$ cat src/rtl/blt_vramctrl.sv
// VRAM access engine: walks the clipped destination rectangle row-major and issues
// single-word VRAM writes (PatBlt) or read/write pairs (BitBlt), one request at a time.
module blt_vramctrl #(
  parameter int unsigned X_W = 9,
  parameter int unsigned Y_W = 14,
  parameter int unsigned H_W = 10
) (
  input  logic                 CLK,
  input  logic                 RST_X,
  input  logic                 INIT,
  input  logic                 STARTBLT,
  input  logic [1:0]           VALID,
  input  logic [X_W-1:0]       OVA_SPOSX,
  input  logic [Y_W-1:0]       OVA_SPOSY,
  input  logic [X_W-1:0]       OVA_DPOSX,
  input  logic [Y_W-1:0]       OVA_DPOSY,
  input  logic [X_W-1:0]       OVA_WIDTH,
  input  logic [H_W-1:0]       OVA_HEIGHT,
  input  logic [15:0]          PAT_COLOR,
  input  logic                 VRAM_ACK,
  input  logic [31:0]          VRAM_RDATA,
  output logic                 VRAM_REQ,
  output logic                 VRAM_WE,
  output logic [Y_W+X_W-1:0]   VRAM_ADR,
  output logic [31:0]          VRAM_WDATA,
  output logic                 BUSY_VRAMCTRL,
  output logic                 DONE,
  output logic                 ERROR
);

  localparam int unsigned A_W = Y_W + X_W;

  typedef enum logic [2:0] {S_IDLE, S_SETUP, S_RD, S_RDW, S_WR, S_WRW, S_FIN} state_t;

  state_t            r_state, w_state_n;
  logic              r_req, w_req_n, r_we, w_we_n;
  logic [A_W-1:0]    r_adr, w_adr_n;
  logic [31:0]       r_wdata, w_wdata_n, r_rdata, w_rdata_n;
  logic              r_busy, w_busy_n, r_done, w_done_n, r_error, w_error_n;
  logic [X_W-1:0]    r_cx, w_cx_n, r_sposx, w_sposx_n, r_dposx, w_dposx_n, r_width, w_width_n;
  logic [H_W-1:0]    r_cy, w_cy_n, r_height, w_height_n;
  logic [Y_W-1:0]    r_sposy, w_sposy_n, r_dposy, w_dposy_n;
  logic              r_bitblt, w_bitblt_n;
  logic [15:0]       r_color, w_color_n;

  logic              w_row_end, w_last;
  logic [A_W-1:0]    w_src_adr, w_dst_adr;

  // Column sums wrap inside the column field; no carry into the row.
  assign w_src_adr = {Y_W'(r_sposy + Y_W'(r_cy)), X_W'(r_sposx + r_cx)};
  assign w_dst_adr = {Y_W'(r_dposy + Y_W'(r_cy)), X_W'(r_dposx + r_cx)};
  assign w_row_end = (r_cx == X_W'(r_width - X_W'(1)));
  assign w_last    = w_row_end && (r_cy == H_W'(r_height - H_W'(1)));

  always_ff @(posedge CLK or negedge RST_X) begin
    if (!RST_X) begin
      r_state  <= S_IDLE;
      r_req    <= 1'b0;
      r_we     <= 1'b0;
      r_adr    <= '0;
      r_wdata  <= '0;
      r_rdata  <= '0;
      r_busy   <= 1'b0;
      r_done   <= 1'b0;
      r_error  <= 1'b0;
      r_cx     <= '0;
      r_cy     <= '0;
      r_sposx  <= '0;
      r_sposy  <= '0;
      r_dposx  <= '0;
      r_dposy  <= '0;
      r_width  <= '0;
      r_height <= '0;
      r_bitblt <= 1'b0;
      r_color  <= '0;
    end else begin
      r_state  <= w_state_n;
      r_req    <= w_req_n;
      r_we     <= w_we_n;
      r_adr    <= w_adr_n;
      r_wdata  <= w_wdata_n;
      r_rdata  <= w_rdata_n;
      r_busy   <= w_busy_n;
      r_done   <= w_done_n;
      r_error  <= w_error_n;
      r_cx     <= w_cx_n;
      r_cy     <= w_cy_n;
      r_sposx  <= w_sposx_n;
      r_sposy  <= w_sposy_n;
      r_dposx  <= w_dposx_n;
      r_dposy  <= w_dposy_n;
      r_width  <= w_width_n;
      r_height <= w_height_n;
      r_bitblt <= w_bitblt_n;
      r_color  <= w_color_n;
    end
  end

  // Next-state and registered-output logic; request outputs are staged one cycle ahead.
  always_comb begin
    w_state_n  = r_state;
    w_req_n    = r_req;
    w_we_n     = r_we;
    w_adr_n    = r_adr;
    w_wdata_n  = r_wdata;
    w_rdata_n  = r_rdata;
    w_error_n  = 1'b0;
    w_cx_n     = r_cx;
    w_cy_n     = r_cy;
    w_sposx_n  = r_sposx;
    w_sposy_n  = r_sposy;
    w_dposx_n  = r_dposx;
    w_dposy_n  = r_dposy;
    w_width_n  = r_width;
    w_height_n = r_height;
    w_bitblt_n = r_bitblt;
    w_color_n  = r_color;

    case (r_state)
      S_IDLE: begin
        if (STARTBLT) begin
          if (VALID == 2'b01 || VALID == 2'b10) begin
            w_sposx_n  = OVA_SPOSX;
            w_sposy_n  = OVA_SPOSY;
            w_dposx_n  = OVA_DPOSX;
            w_dposy_n  = OVA_DPOSY;
            w_width_n  = OVA_WIDTH;
            w_height_n = OVA_HEIGHT;
            w_bitblt_n = VALID[1];
            w_color_n  = PAT_COLOR;
            w_state_n  = S_SETUP;
          end else if (VALID == 2'b11) begin
            w_error_n  = 1'b1;
          end
        end
      end
      S_SETUP: begin
        w_cx_n = '0;
        w_cy_n = '0;
        if (r_width == '0 || r_height == '0) w_state_n = S_FIN;
        else if (r_bitblt)                   w_state_n = S_RD;
        else                                 w_state_n = S_WR;
      end
      S_RD: begin
        w_req_n   = 1'b1;
        w_we_n    = 1'b0;
        w_adr_n   = w_src_adr;
        w_wdata_n = '0;
        w_state_n = S_RDW;
      end
      S_RDW: begin
        if (VRAM_ACK && r_req) begin
          w_rdata_n = VRAM_RDATA;
          w_req_n   = 1'b0;
          w_adr_n   = '0;
          w_state_n = S_WR;
        end
      end
      S_WR: begin
        w_req_n   = 1'b1;
        w_we_n    = 1'b1;
        w_adr_n   = w_dst_adr;
        w_wdata_n = r_bitblt ? r_rdata : {r_color, r_color};
        w_state_n = S_WRW;
      end
      S_WRW: begin
        if (VRAM_ACK && r_req) begin
          w_req_n   = 1'b0;
          w_we_n    = 1'b0;
          w_adr_n   = '0;
          w_wdata_n = '0;
          if (w_row_end) begin
            w_cx_n = '0;
            w_cy_n = H_W'(r_cy + H_W'(1));
          end else begin
            w_cx_n = X_W'(r_cx + X_W'(1));
          end
          if (w_last)        w_state_n = S_FIN;
          else if (r_bitblt) w_state_n = S_RD;
          else               w_state_n = S_WR;
        end
      end
      S_FIN:   w_state_n = S_IDLE;
      default: w_state_n = S_IDLE;
    endcase

    // Abort wins over everything, including a pending ACK.
    if (INIT) begin
      w_state_n = S_IDLE;
      w_req_n   = 1'b0;
      w_we_n    = 1'b0;
      w_adr_n   = '0;
      w_wdata_n = '0;
      w_error_n = 1'b0;
    end

    w_busy_n = (w_state_n != S_IDLE);
    w_done_n = (w_state_n == S_FIN);
  end

  assign VRAM_REQ      = r_req;
  assign VRAM_WE       = r_we;
  assign VRAM_ADR      = r_adr;
  assign VRAM_WDATA    = r_wdata;
  assign BUSY_VRAMCTRL = r_busy;
  assign DONE          = r_done;
  assign ERROR         = r_error;

endmodule

$ cat config.mk
export PLATFORM = sky130hd
export DESIGN_NAME = blt_vramctrl
export DESIGN_NICKNAME = d
export VERILOG_FILES = /design/src/rtl/blt_vramctrl.sv
export SDC_FILE = /design/constraint.sdc
export NUM_CORES = 1
export LEC_CHECK = 0
export ABC_AREA = 0
export CAP_MARGIN = 10
export CORE_MARGIN = 1.5
export CORE_UTILIZATION = 45
export CTS_CLUSTER_SIZE = 20
export DETAILED_ROUTE_END_ITERATION = 10
export PLACE_DENSITY_LB_ADDON = 0.12
export SLEW_MARGIN = 20
export SYNTH_ARGS = -nofsm -noshare
export SYNTH_HDL_FRONTEND = slang
export SYNTH_SLANG_ARGS = --single-unit
$ cat constraint.sdc
create_clock -name CLK -period 3.9 [get_ports CLK]
set_input_delay 0.585 -clock CLK [delete_from_list [all_inputs] [get_ports CLK]]
set_output_delay 0.585 -clock CLK [all_outputs]
set_load 0.01 [all_outputs]
==> results.md, run 1 <==
- Cell Area, Placed: 11900 um^2
- Slew margin rel.: 0.440
- CTS max path bufs: 2
- TNS Setup: 0 ps
- Initial antenna violation count: 1
- Final period utilization: 0.876
- Postcts setup bufs: 0
- Final hold vios: 0
- Largest net degree at the start of global routing: 105
- DR iter-0 viols: 356
- Max VDD drop: 276 uV
- Cell area after layout: 12500 um^2
- Final worst clock skew: 12.7 ps
- Clock sinks: 196
- Mapped Cells: 867
- Die area: 22600 um^2
- P_leak: 0.00531 uW
- CTS H-tree lvls: 4
- Fmax: 293 MHz
- Slew @ Worst Pin: 840 ps
- Flop2flop setup slack: 480 ps
- Die height: 150 um
- Vias: 7078
- Worst Path Required: 4230 ps
- Clock-pin slew of the registers on the worst-case setup and hold paths: 80 ps
- Async SR Flop Fraction: 1.00
- Type of origin of the critical path: flop
- GR Util All Layers: 0.208
- PwrDens: 596 nW/um^2
- Routed Antenna Nets: 0
- Min-delay worst type: input port to asynchronous set/reset pin
- Global-route wire length before repair: 36.6 mm
- Yosys top cell area share: 0.503
- Post-synth top area cell: dfrtp_1
- Worst EP arrival: 3740 ps
- Final min period: 3420 ps
- First-pass detailed-route iteration total: 5
- Final net count: 1182
- Total CTS buffers: 17
- Synth Area per Inst: 11.3 um^2
- Yosys reg bits: 196
- Drt drc: 0
- CP endpoint kind: flop
- Clock latency at the later pin of the worst-skew pair: 430 ps
- WL per Instance: 17.1 um
- Synth-to-Final Area Change: 27.9%
- Inst Count DP: 1293
- Final Max Tran Viols: 0
- RePlAce Congestion: 0.824
- Hold Buf Count CTS: 0
- Remaining global-route overflow: 0
- Mapped cell area: 9760 um^2
- RSZ-0062 raised after global routing: no
- CTS root buffer: clkbuf_16
- Vias in the first global route: 7004
- Post-cts sizing count: 0
- Num rows: 53
- Synth top area cells: dfrtp_1 (50%), mux2_2 (15%), nand2_1 (3.2%)
- Ys flop type: dfrtp_1
- Seq/Total Area, Yosys: 0.503
- Die X: 150 um
- Post-synth EDFFs: 0
- Crit Path Category: flop to flop
- Synth Warn #: 0
- TritonCTS clock tree: yes
- Status: finished clean
- I/O Buffers: 179
- Min Hold Slack: 256 ps
- Hpwl dp: 16.3 mm
- Max-Cap Viols: 0
- Core area: 21200 um^2
- Netlist cell types: 74
- Initial core utilization: 0.461
- Syn_nets: 1012
- Cell Count, Final, Fillers Out: 1326
- Final setup violation count: 0
- # IOs: 180
- Via density: 5.34
- Worst Path Max Fanout: 12
- Layout cells sized above 1: 0.198
- Final WL: 22.6 mm
## sequential cells by signal, indices dropped and copies added, names as in the netlist, 10 cells and up
name,cells
r_height,10
r_sposy,14
r_color,16
VRAM_ADR,23
VRAM_WDATA,32
r_rdata,32
r_dposy,14
r_cy,10
## layer usage
metal / wire, um / part of all wire / global-route usage
met2: 10800 / 0.48 / 0.337
met5: 0 / 0 / 0
met4: 304 / 0.013 / 0.0539
met3: 857 / 0.038 / 0.0345
met1: 10700 / 0.47 / 0.291
## worst paths after layout
path / to / depth (start not counted) / startpoint
setup / recovery: VRAM_ADR[22] / 11 / r_state[1]
min in group CLK: VRAM_ADR[21] / 2 / VRAM_ADR[21]
setup reg to reg: VRAM_ADR[22] / 11 / r_state[1]
max in group asynchronous: r_width[2] / 2 / RST_X
hold / removal: r_dposy[7] / 1 / RST_X
hold reg to reg: VRAM_ADR[21] / 2 / VRAM_ADR[21]
## per-stage QoR
stage               total power (uW)   util  setup WS [ps]
floorplan                       4780      -            148
global placement                5640  0.561            541
detailed placement              5690  0.561            449
CTS                             7510  0.590            449
global route                    7930  0.590            172
finish                          7430  0.590            482
## cells by family after synthesis
group	Yosys count	synth area share
AO/OA/AOI/OAI	171	0.107
XOR/XNOR	42	0.0385
adder cells (fa/ha/maj)	25	0.0336
buffers and inverters	58	0.0241
flip-flops	196	0.503
multiplexers	143	0.164
AND/OR/NAND/NOR	232	0.130
## cell usage after synthesis (2+ instances only)
cell type / count
nand3_1: 19
nand2b_1: 4
nand4b_1: 2
nand4_1: 9
and4_1: 2
nor2_1: 29
a211oi_1: 5
nor4b_1: 4
ha_1: 23
o221ai_1: 2
dfrtp_1: 196
o21ai_0: 60
a2111oi_0: 2
a21o_1: 9
xor2_1: 15
inv_1: 16
xnor2_1: 26
buf_2: 5
clkbuf_1: 34
nor3b_1: 5
o21a_1: 3
nor4_1: 2
nor4_2: 2
mux2_2: 134
or3_1: 6
o31ai_1: 5
a22o_1: 8
a21oi_1: 55
nor3_1: 11
nor3_2: 2
mux2i_1: 8
fa_1: 2
a32o_1: 2
nor2b_1: 24
or4_1: 4
o211ai_1: 3
or2_2: 2
and3_1: 7
a31oi_1: 2
nor4b_2: 2
nand2_1: 83
## report_power, final
group	switching [uW]	internal [uW]
clock	864	925
combinational	1270	1350
sequential	427	2600
## final cells by class
cell class / count / area [um^2]
fill: 1780 / 8670
tap: 275 / 344
timing repair buffer: 193 / 1910
sequential: 196 / 4910
antenna: 1 / 2.50
multi-input combinational: 613 / 4640
clock inverter: 15 / 185
clock buffer: 17 / 425
inverter: 16 / 60.1
## worst max-delay path: stages, from the launching register on
cell and delay [ps]:
dfrtp_1 540, nor3b_4 360, buf_4 270, mux2_2 350, ha_1 300, o21ai_0 110
o21ai_0 230, a21oi_1 130, o21ai_0 220, a311oi_1 170, or3_1 380, a32o_1 250
## placed cells by master, fill, tap and decap left out, types with 3 or more instances in the layout
| master | instances |
|---|---|
| a211oi_1 | 4 |
| or4_1 | 4 |
| nor2_1 | 29 |
| a21oi_1 | 55 |
| mux2i_1 | 8 |
| o21a_1 | 3 |
| ha_1 | 23 |
| clkdlybuf4s50_1 | 178 |
| nand2_1 | 82 |
| xnor2_1 | 26 |
| nand2b_1 | 4 |
| o31ai_1 | 5 |
| mux2_2 | 134 |
| o211ai_1 | 3 |
| inv_1 | 16 |
| nand3_1 | 19 |
| or3_1 | 6 |
| xor2_1 | 15 |
| a21o_1 | 9 |
| and3_1 | 7 |
| inv_8 | 5 |
| nand4_1 | 9 |
| buf_4 | 13 |
| nor3_1 | 11 |
| nor3b_1 | 4 |
| nor4b_1 | 4 |
| clkinv_8 | 3 |
| o21ai_0 | 60 |
| a22o_1 | 8 |
| clkbuf_16 | 17 |
| nor2b_1 | 24 |
| dfrtp_1 | 195 |
Power figures use the tool's default switching activity.
==> run 2: changes to the inputs <==
CAP_MARGIN = 15   (was 10)
==> results of run 2 <==
The final DEF is identical to that of run 1; final timing and power are the same.
==> run 3: changes to the inputs <==
CTS_BUF_LIST = sky130_fd_sc_hd__clkbuf_4   (was not set)
==> results.md, run 3 (synthesis gave the netlist of run 1 again) <==
- Core area: 21200 um^2
- Crit Path Category: flop to flop
- CP top delay family: compound AO/OA/AOI/OAI gates
- Clock sinks: 196
- CTS H-tree lvls: 4
- Crit path buffers/inverters: 1
- CTS max path bufs: 2
- Final setup violation count: 0
- I/O Buffers: 179
- Via density: 5.31
- Global-route wire length before repair: 36.2 mm
- Worst Path Required: 4380 ps
- Initial antenna violation count: 2
- Postcts setup bufs: 0
- Hold Buf Count CTS: 0
- TritonCTS clock tree: yes
- Worst Path Max Fanout: 12
- P_leak: 0.00518 uW
- CTS root buffer: clkbuf_4
- RePlAce Congestion: 0.824
- DP Worst Slack: 449 ps
- Vias: 7051
- Final net count: 1182
- Worst EP arrival: 3900 ps
- Initial core utilization: 0.461
- Cell Area, Placed: 11900 um^2
- Max-Cap Viols: 0
- Num rows: 53
- Slew @ Worst Pin: 849 ps
- Routed Antenna Nets: 0
- Drt drc: 0
- Final hold vios: 0
- Reg2reg start: r_state[1]
- Total CTS buffers: 17
- GR Util All Layers: 0.207
- Crit path max-delay cell type: dfrtp_1
- Die area: 22600 um^2
- # fillers: 1825
- Final min period: 3420 ps
- TNS Setup: 0 ps
- Worst setup path start: r_state[1]
- CP endpoint kind: flop
- Max VDD drop: 255 uV
- Final WL: 22.3 mm
- Remaining global-route overflow: 0
- DR iter-0 viols: 349
- Commonest cells after routing, fill and taps aside: dfrtp_1 (195), clkdlybuf4s50_1 (178), mux2_2 (134)
- Post-layout util: 0.576
- Final worst clock skew: 27.5 ps
- RSZ-0062 raised after global routing: no
- Vias in the first global route: 6932
- WL per Instance: 16.8 um
- PwrDens: 556 nW/um^2
- Min-delay worst type: input port to asynchronous set/reset pin
- # IOs: 180
- Most common cell after layout, fill and taps aside: dfrtp_1
- Slowest cell delay on critical path: 570 ps
- Status: finished clean
- First-pass detailed-route iteration total: 4
- Min Hold Slack: 97.7 ps
- Synth-to-Final Area Change: 24.9%
- Post-cts sizing count: 0
- Die height: 150 um
- Fmax: 293 MHz
- Largest net degree at the start of global routing: 105
- Cell area after layout: 12200 um^2
- Crit-path cells: nor3b_4 -> buf_4 -> mux2_2 -> ha_1 -> o21ai_0 -> o21ai_0 -> a21oi_1 -> o21ai_0 -> a311oi_1 -> or3_1 -> a32o_1
- Clock-pin slew of the registers on the worst-case setup and hold paths: 170 ps
- Layout cells sized above 1: 0.198
- Final period utilization: 0.876
- Final Max Tran Viols: 0
- Die X: 150 um
- Slew margin rel.: 0.434
- Final Worst Setup Slack: 483 ps
- Clock latency at the later pin of the worst-skew pair: 570 ps
- Hpwl dp: 16.3 mm
- Most Frequent Cell on Critical Path: o21ai_0
- Type of origin of the critical path: flop
-- run 3: cell count changes in the layout (fill, tap and decap cells not counted) --
cell,previous run,this run
clkbuf_16,17,0
clkbuf_4,0,17
diode_2,1,2
-- run 3: path summary, 6_finish.rpt --
kind | to | slack (ps) | cells past startpoint
min in group CLK | VRAM_ADR[21] | 490 | 2
min reg2reg | VRAM_ADR[21] | 490 | 2
min | r_dposy[7] | 100 | 1
max reg2reg | VRAM_ADR[22] | 480 | 11
max in group asynchronous | r_height[8] | 2940 | 2
max | VRAM_ADR[22] | 480 | 11
-- run 3: through the flow --
stage	power, uW	std cells
2_1_floorplan	4780	867
3_3_place_gp	5640	1293
3_5_place_dp	5690	1293
4_1_cts	6860	1325
5_1_grt	7270	1327
6_report	6780	1327
-- run 3: power breakdown --
part | total, uW | internal [uW] | switching (uW)
Combinational | 2610 | 1350 | 1260
Clock | 1140 | 360 | 784
Sequential | 3020 | 2590 | 426
Total | 6780 | 4300 | 2470
-- run 3: cell type report --
type / count / area [um^2] / area share
diodes: 2 / 5.00 / 0.000411
clock buffers: 17 / 128 / 0.0105
clock inverters: 15 / 185 / 0.0152
inverters: 16 / 60.1 / 0.00493
multi-input cells: 613 / 4640 / 0.381
flip-flops and latches: 196 / 4910 / 0.403
well taps: 275 / 344 / 0.0282
repair buffers: 193 / 1910 / 0.157
-- run 3: per-layer routing --
metal / vias to the layer above / global-route usage / part of all wire / routed length [um]
met2: 139 / 0.333 / 0.48 / 10700
met5: - / 0 / 0 / 0
met4: 0 / 0.0422 / 0.0070 / 157
met3: 9 / 0.0406 / 0.040 / 897
li1: 3463 / - / - / -
met1: 3440 / 0.290 / 0.48 / 10600
